--- config.mk ---
export PLATFORM = sky130hd
export DESIGN_NAME = key_event_tracker
export DESIGN_NICKNAME = d
export VERILOG_FILES = /design/src/rtl/key_event_tracker.sv
export SDC_FILE = /design/constraint.sdc
export NUM_CORES = 1
export LEC_CHECK = 0
export CAP_MARGIN = 5
export CORE_MARGIN = 1.5
export CORE_UTILIZATION = 50
export CTS_CLUSTER_DIAMETER = 40
export DETAILED_ROUTE_END_ITERATION = 8
export MAX_ROUTING_LAYER = met4
export PLACE_DENSITY = 0.79
export SKIP_CTS_REPAIR_TIMING = 1
export SYNTH_ARGS = -nofsm -noshare
export SYNTH_HDL_FRONTEND = slang
export SYNTH_SLANG_ARGS = --single-unit
--- constraint.sdc ---
create_clock -name clk -period 3.1 [get_ports clk]
set_clock_uncertainty 0.1 [all_clocks]
set_input_delay 0.62 -clock clk [delete_from_list [all_inputs] [get_ports clk]]
set_output_delay 0.62 -clock clk [all_outputs]
set_load 0.01 [all_outputs]
--- src/rtl/key_event_tracker.sv ---
`default_nettype none
// ============================================================================
// Module      : key_event_tracker
// Description : Turns the scanner's debounced key_code/key_vaild pair into
//               per-key event pulses (press, release, long-press, auto-repeat)
//               and per-key levels (held, toggle). Only one key is tracked at
//               a time; a code change while held is a release then a press.
// Revision    : 1.0 - initial release
// ----------------------------------------------------------------------------
// Ports:
//   clk            system clock, rising edge
//   reset          synchronous active-high reset
//   key_code_i     [3:0]  debounced key index, valid while key_vaild_i=1
//   key_vaild_i    level, high while a debounced key is held
//   key_press_o    [15:0] one-cycle pulse when a press is accepted
//   key_release_o  [15:0] one-cycle pulse when the press ends
//   key_long_o     [15:0] one-cycle pulse after LONG_CYCLES of hold
//   key_repeat_o   [15:0] one-cycle pulse every REPEAT_CYCLES after long
//   key_held_o     [15:0] level, bit set while the key is tracked as held
//   key_toggle_o   [15:0] bit inverts on every accepted press
//   cur_code_o     [3:0]  code of the tracked key, kept after release
// ============================================================================
module key_event_tracker #(
    parameter int LONG_CYCLES   = 100_000_000,
    parameter int REPEAT_CYCLES = 20_000_000,
    parameter int CNT_W         = 32
) (
    input  logic        clk,
    input  logic        reset,
    input  logic [3:0]  key_code_i,
    input  logic        key_vaild_i,
    output logic [15:0] key_press_o,
    output logic [15:0] key_release_o,
    output logic [15:0] key_long_o,
    output logic [15:0] key_repeat_o,
    output logic [15:0] key_held_o,
    output logic [15:0] key_toggle_o,
    output logic [3:0]  cur_code_o
);

    typedef enum logic [1:0] {
        S_IDLE  = 2'd0,
        S_HELD  = 2'd1,
        S_LONGH = 2'd2
    } state_t;

    localparam logic [CNT_W-1:0] c_LONG_TC   = CNT_W'(LONG_CYCLES - 1);
    localparam logic [CNT_W-1:0] c_REPEAT_TC = CNT_W'(REPEAT_CYCLES - 1);

    state_t             state_q, state_d;
    logic [CNT_W-1:0]   cnt_q, cnt_d;
    logic [3:0]         code_q, code_d;
    logic [15:0]        press_q, press_d;
    logic [15:0]        release_q, release_d;
    logic [15:0]        long_q, long_d;
    logic [15:0]        repeat_q, repeat_d;
    logic [15:0]        held_q, held_d;
    logic [15:0]        toggle_q, toggle_d;

    logic [15:0]        w_new_bit;
    logic [15:0]        w_cur_bit;
    logic               w_still_held;

    assign w_new_bit    = 16'(1) << key_code_i;
    assign w_cur_bit    = 16'(1) << code_q;
    // A different code while valid counts as the tracked key going away.
    assign w_still_held = key_vaild_i && (key_code_i == code_q);

    always_comb begin
        state_d   = state_q;
        cnt_d     = cnt_q;
        code_d    = code_q;
        press_d   = '0;
        release_d = '0;
        long_d    = '0;
        repeat_d  = '0;
        held_d    = held_q;
        toggle_d  = toggle_q;

        case (state_q)
            S_IDLE: begin
                if (key_vaild_i) begin
                    code_d   = key_code_i;
                    cnt_d    = '0;
                    state_d  = S_HELD;
                    press_d  = w_new_bit;
                    held_d   = w_new_bit;
                    toggle_d = toggle_q ^ w_new_bit;
                end
            end

            S_HELD, S_LONGH: begin
                if (!w_still_held) begin
                    // Release takes priority over a coinciding terminal count.
                    release_d = w_cur_bit;
                    held_d    = '0;
                    cnt_d     = '0;
                    state_d   = S_IDLE;
                end else if (state_q == S_HELD) begin
                    if (cnt_q == c_LONG_TC) begin
                        long_d  = w_cur_bit;
                        cnt_d   = '0;
                        state_d = S_LONGH;
                    end else begin
                        cnt_d = cnt_q + CNT_W'(1);
                    end
                end else begin
                    if (cnt_q == c_REPEAT_TC) begin
                        repeat_d = w_cur_bit;
                        cnt_d    = '0;
                    end else begin
                        cnt_d = cnt_q + CNT_W'(1);
                    end
                end
            end

            default: begin
                state_d = S_IDLE;
                cnt_d   = '0;
                held_d  = '0;
            end
        endcase
    end

    always_ff @(posedge clk) begin
        if (reset) begin
            state_q   <= S_IDLE;
            cnt_q     <= '0;
            code_q    <= '0;
            press_q   <= '0;
            release_q <= '0;
            long_q    <= '0;
            repeat_q  <= '0;
            held_q    <= '0;
            toggle_q  <= '0;
        end else begin
            state_q   <= state_d;
            cnt_q     <= cnt_d;
            code_q    <= code_d;
            press_q   <= press_d;
            release_q <= release_d;
            long_q    <= long_d;
            repeat_q  <= repeat_d;
            held_q    <= held_d;
            toggle_q  <= toggle_d;
        end
    end

    assign key_press_o   = press_q;
    assign key_release_o = release_q;
    assign key_long_o    = long_q;
    assign key_repeat_o  = repeat_q;
    assign key_held_o    = held_q;
    assign key_toggle_o  = toggle_q;
    assign cur_code_o    = code_q;

endmodule
`default_nettype wire

After elaboration in Yosys (flattened, before gate mapping)

Cells that the tools add are included.

Flip-flop bits (word level): 134
Input port bits: 7
Output and inout port bits: 100
Word-level logic and storage cells: 53

Add/sub/neg operators: 1
Equal/unequal tests: 9
Shift-type cells: 2
Multiplexer cells: 14
Bitwise gates (word level): 8
Reductions and logical operators: 10

Operators by type and width:

| cell                    | count |
|---|---|
| $mux W32                | 5 |
| $pmux W32 S2            | 1 |
| $add A32 B1 Y32 const B | 1 |
| $eq A32 B25 Y1 const B  | 1 |
| $eq A32 B27 Y1 const B  | 1 |
| $mux W16                | 2 |
| $pmux W16 S2            | 1 |
| $shl A1 B4 Y16 const A  | 2 |
| $xor A16 B16 Y16        | 1 |
| $reduce_or A5 Y1        | 2 |
| $mux W2                 | 4 |
| $not A1 Y1              | 7 |
| $ne A3 B3 Y1 const B    | 2 |
| $reduce_or A3 Y1        | 2 |
| $eq A4 B4 Y1            | 1 |
| $ne A2 B2 Y1 const B    | 2 |
| $pmux W2 S2             | 1 |
| $reduce_and A2 Y1       | 2 |
| $reduce_and A3 Y1       | 1 |
| $eq A2 B1 Y1 const B    | 1 |
| $eq A2 B2 Y1 const B    | 1 |
| $logic_not A2 Y1        | 1 |
| $reduce_or A2 Y1        | 1 |
| $logic_and A1 B1 Y1     | 1 |

Depth between registers and ports, before layout

Word-level depth: 5
Depth in mapped cells: 10

Worst setup path before layout

OpenSTA, ideal clock, no wires.

Kind: input to register
Start: input port key_code_i[2]
End: register repeat_q[10], in the netlist key_repeat_o[10]
Library setup time: 0.066 ns
Arrival time: 2.354 ns
Setup slack: 0.580 ns
Stages on the path: 8
Buffers on the path: 3
Cell sequence: clkbuf_1 -> xor2_1 -> nor3_1 -> nand4_1 -> or3_1 -> clkbuf_1 -> clkbuf_1 -> nor2_1

Longest elaborated chain between the ends: 4

Ends and longest elaborated chain:

| item                              | RTL line | RTL |
|---|---|---|
| start: declaration                | 30       | `input logic [3:0] key_code_i,` |
| $eq A4 B4 Y1                      | 67       | `assign w_still_held = key_vaild_i && (key_code_i == code_q);` |
| $logic_and A1 B1 Y1               | 67       |  |
| $not A1 Y1 (no source line)       | -        |  |
| $reduce_or A5 Y1 (no source line) | -        |  |
| end signal: assignment            | 143      | `repeat_q <= repeat_d;` |
| end: declaration                  | 56       | `logic [15:0] repeat_q, repeat_d;` |

No other way between the ends.
A chain may end at the register's enable or synchronous reset.

Worst setup path in the final report

Start: register cnt_q[23]
End: register long_q[3], in the netlist key_long_o[3]

Longest elaborated chain between the ends: 3

Ends and longest elaborated chain:

| item                              | RTL line | RTL |
|---|---|---|
| start: declaration                | 51       | `logic [CNT_W-1:0] cnt_q, cnt_d;` |
| start signal: assignment          | 138      | `cnt_q <= cnt_d;` |
| $eq A32 B27 Y1                    | 100      | `if (cnt_q == c_LONG_TC) begin` |
| $not A1 Y1 (no source line)       | -        |  |
| $reduce_or A5 Y1 (no source line) | -        |  |
| end signal: assignment            | 142      | `long_q <= long_d;` |
| end: declaration                  | 55       | `logic [15:0] long_q, long_d;` |

No other way between the ends.

==> impl_metrics.tcl <==
set metrics [dict create \
    gp_congestion 0.872 \
    fmax_mhz 375 \
    numClockSinks 134 \
    fin_setup_tns_ps 0 \
    ios 107 \
    antenna_found_initial 0 \
    cts_tree "built" \
    ys.flop_type "dfxtp_1" \
    clockRootBuffer "clkbuf_8" \
    leakage_nw 2.34 \
    endpoint_kind "register" \
    ir_drop_mv 0.364 \
    final_cell_mix "dfxtp_1 (134), clkdlybuf4s50_1 (106), nor2_1 (97)" \
    whs_ps 359 \
    wl_per_cell_um 15.5 \
    rsz0062_at_grt "false" \
    run_status "completed" \
    synth.net_count 561 \
    grt_pass1_wl_mm 19.9 \
    drtAntennaViolNets 0 \
    ys_ff_latch 134 \
    avgViaCountPerCell 5.46 \
    netlist_instances 551 \
    fin_crit_ps 2670 \
    clock_latency_ps 530 \
    grt_max_degree 48 \
    maxCapViolCount 0 \
    firstDrtPassIters 5 \
    drt_wl_total_mm 12.5 \
    drv_slew 0 \
    grt_overflow 0 \
    htreeDepth 4 \
    cts_buffers 17 \
    rows 36 \
    hpwlAfterDp_mm 8.65 \
    syn_area_mm2 0.00498 \
    relSlewSlack_pct 49.2 \
    layout-drive-gt1-share_pct 8.30 \
    arrival_ps 3000 \
    cp_max_fo 16 \
    start_kind "register" \
    hp-class "reg2reg" \
    grt.total_usage_pct 25.2 \
    chipWidth_um 103 \
    n_antenna_cell 0 \
    via_count 4415 \
    syn_area_per_cell_um2 9.03 \
    drc 0 \
    ys_types 45 \
    grt_pass1_vias 4132 \
    path_clk_slew_ps 60 \
    start_util_pct 51.1 \
    final_common_cell "dfxtp_1" \
    hold_viol_final 0 \
    setup_viol 0 \
    synth_async_sr_flop_share_pct 0 \
    port-buffer-count 106 \
    fin_crit_sh_pct 86.0 \
    yosysSeqAreaShare_pct 53.9 \
    path_class "reg2reg" \
    required_ps 3440 \
    cts_buffer_depth 2 \
    syn_to_final_growth_pct 35.6 \
    p_per_area_mw_per_mm2 567 \
    die_h_um 103 \
    yosysWarnings 0 \
    dieArea_mm2 0.0106 \
    final_util_pct 69.4 \
    core-area_mm2 0.00973 \
    worstMarginPinSlew_ps 760 \
    final_nets 672 \
    initialDrtViolationCount 187 \
    synth_edf_count 0 \
]
==> report_power, final <==
part / total (mW) / switching (mW) / internal [mW] / leakage, nW
combinational: 0.183 / 0.114 / 0.0691 / 0.984
clock: 1.90 / 0.867 / 1.03 / 0.277
sequential: 1.75 / 0.0111 / 1.74 / 1.08
total: 3.83 / 0.992 / 2.84 / 2.34
==> cells in the mapped netlist (2+ instances only) <==
library cell,n,area share (%)
nor4_1,12,1.5
ha_1,3,0.75
xnor2_1,14,2.5
buf_6,2,0.45
nand3_1,31,3.1
nor3_1,18,1.8
mux2i_1,3,0.60
or2_2,2,0.25
nand2b_1,4,0.50
o22ai_1,2,0.25
nand2_1,42,3.2
and2_1,3,0.38
nor2_1,97,7.3
clkbuf_1,23,1.7
nand3b_1,4,0.60
inv_1,7,0.53
or3_1,18,2.3
or3b_2,2,0.35
nand4_1,14,1.8
a211o_1,2,0.35
and3_1,10,1.3
or2b_1,2,0.30
a32o_1,2,0.40
a22o_1,6,1.1
xor2_1,13,2.3
o21ai_0,14,1.4
a21oi_1,28,2.8
a211oi_1,2,0.30
or4_1,4,0.60
dfxtp_1,134,54
or4_4,2,0.45
a31oi_1,6,0.75
buf_4,3,0.45
a41oi_1,2,0.35
nor2b_1,7,0.88
and4_1,4,0.70
==> layout make-up <==
type / count / area [um2]
inverters: 7 / 26.3
clock buffers: 17 / 414
well taps: 133 / 166
fillers: 770 / 2980
repair buffers: 122 / 1180
flip-flops and latches: 134 / 2680
multi-input cells: 380 / 2130
clock inverters: 15 / 151
==> layer usage <==
| layer | track usage (%) | vias to the layer above | wire length [um] |
|---|---|---|---|
| met2 | 40.8 | 158 | 6130 |
| met4 | 7.80 | 0 | 260 |
| met1 | 30.6 | 2093 | 5340 |
| li1 | - | 2135 | - |
| met3 | 7.19 | 29 | 789 |
| met5 | - | - | 0 |
==> flip-flops by register name (all words and copies together) (netlist names) <==
register and count:
key_held_o 16, key_long_o 16, key_release_o 16, cur_code_o 4, key_repeat_o 16, key_toggle_o 16, cnt_q 32, key_press_o 16
state_q 2
==> logic make-up after synthesis <==
family	Yosys count	share of synthesized area (%)
AO/OA/AOI/OAI	68	8.95
XOR/XNOR	27	4.75
adder cells (fa/ha/maj)	3	0.754
buffers and inverters	37	3.34
flip-flops	134	53.9
multiplexers	3	0.603
AND/OR/NAND/NOR	279	27.7
==> stage by stage <==
stage / power (mW) / cells / instance area [um2] / worst slack [ps]
3_5_place_dp: 1.97 / 776 / 6180 / 239
3_3_place_gp: 1.96 / 776 / 6180 / 270
4_1_cts: 3.84 / 808 / 6750 / 431
6_report: 3.83 / 808 / 6750 / 434
5_1_grt: 3.94 / 808 / 6750 / 209
2_1_floorplan: 1.89 / 551 / 4980 / 580
==> worst max-delay path, cell delays in order (launching register included) <==
cell,delay (ps)
dfxtp_1,490
nand4_1,180
or4_4,570
or4_4,560
or2_1,430
nor4_1,240
==> path summary, 6_finish.rpt <==
check | cells past startpoint | start | slack (ps) | end
max | 5 | cnt_q[23]$_SDFFE_PP0N_ | 430 | key_long_o[3]$_SDFF_PP0_
min reg2reg | 2 | key_held_o[12]$_SDFFE_PP0P_ | 360 | key_held_o[12]$_SDFFE_PP0P_
min | 2 | key_held_o[12]$_SDFFE_PP0P_ | 360 | key_held_o[12]$_SDFFE_PP0P_
max reg2reg | 5 | cnt_q[23]$_SDFFE_PP0N_ | 430 | key_long_o[3]$_SDFF_PP0_
Power figures use the tool's default switching activity.
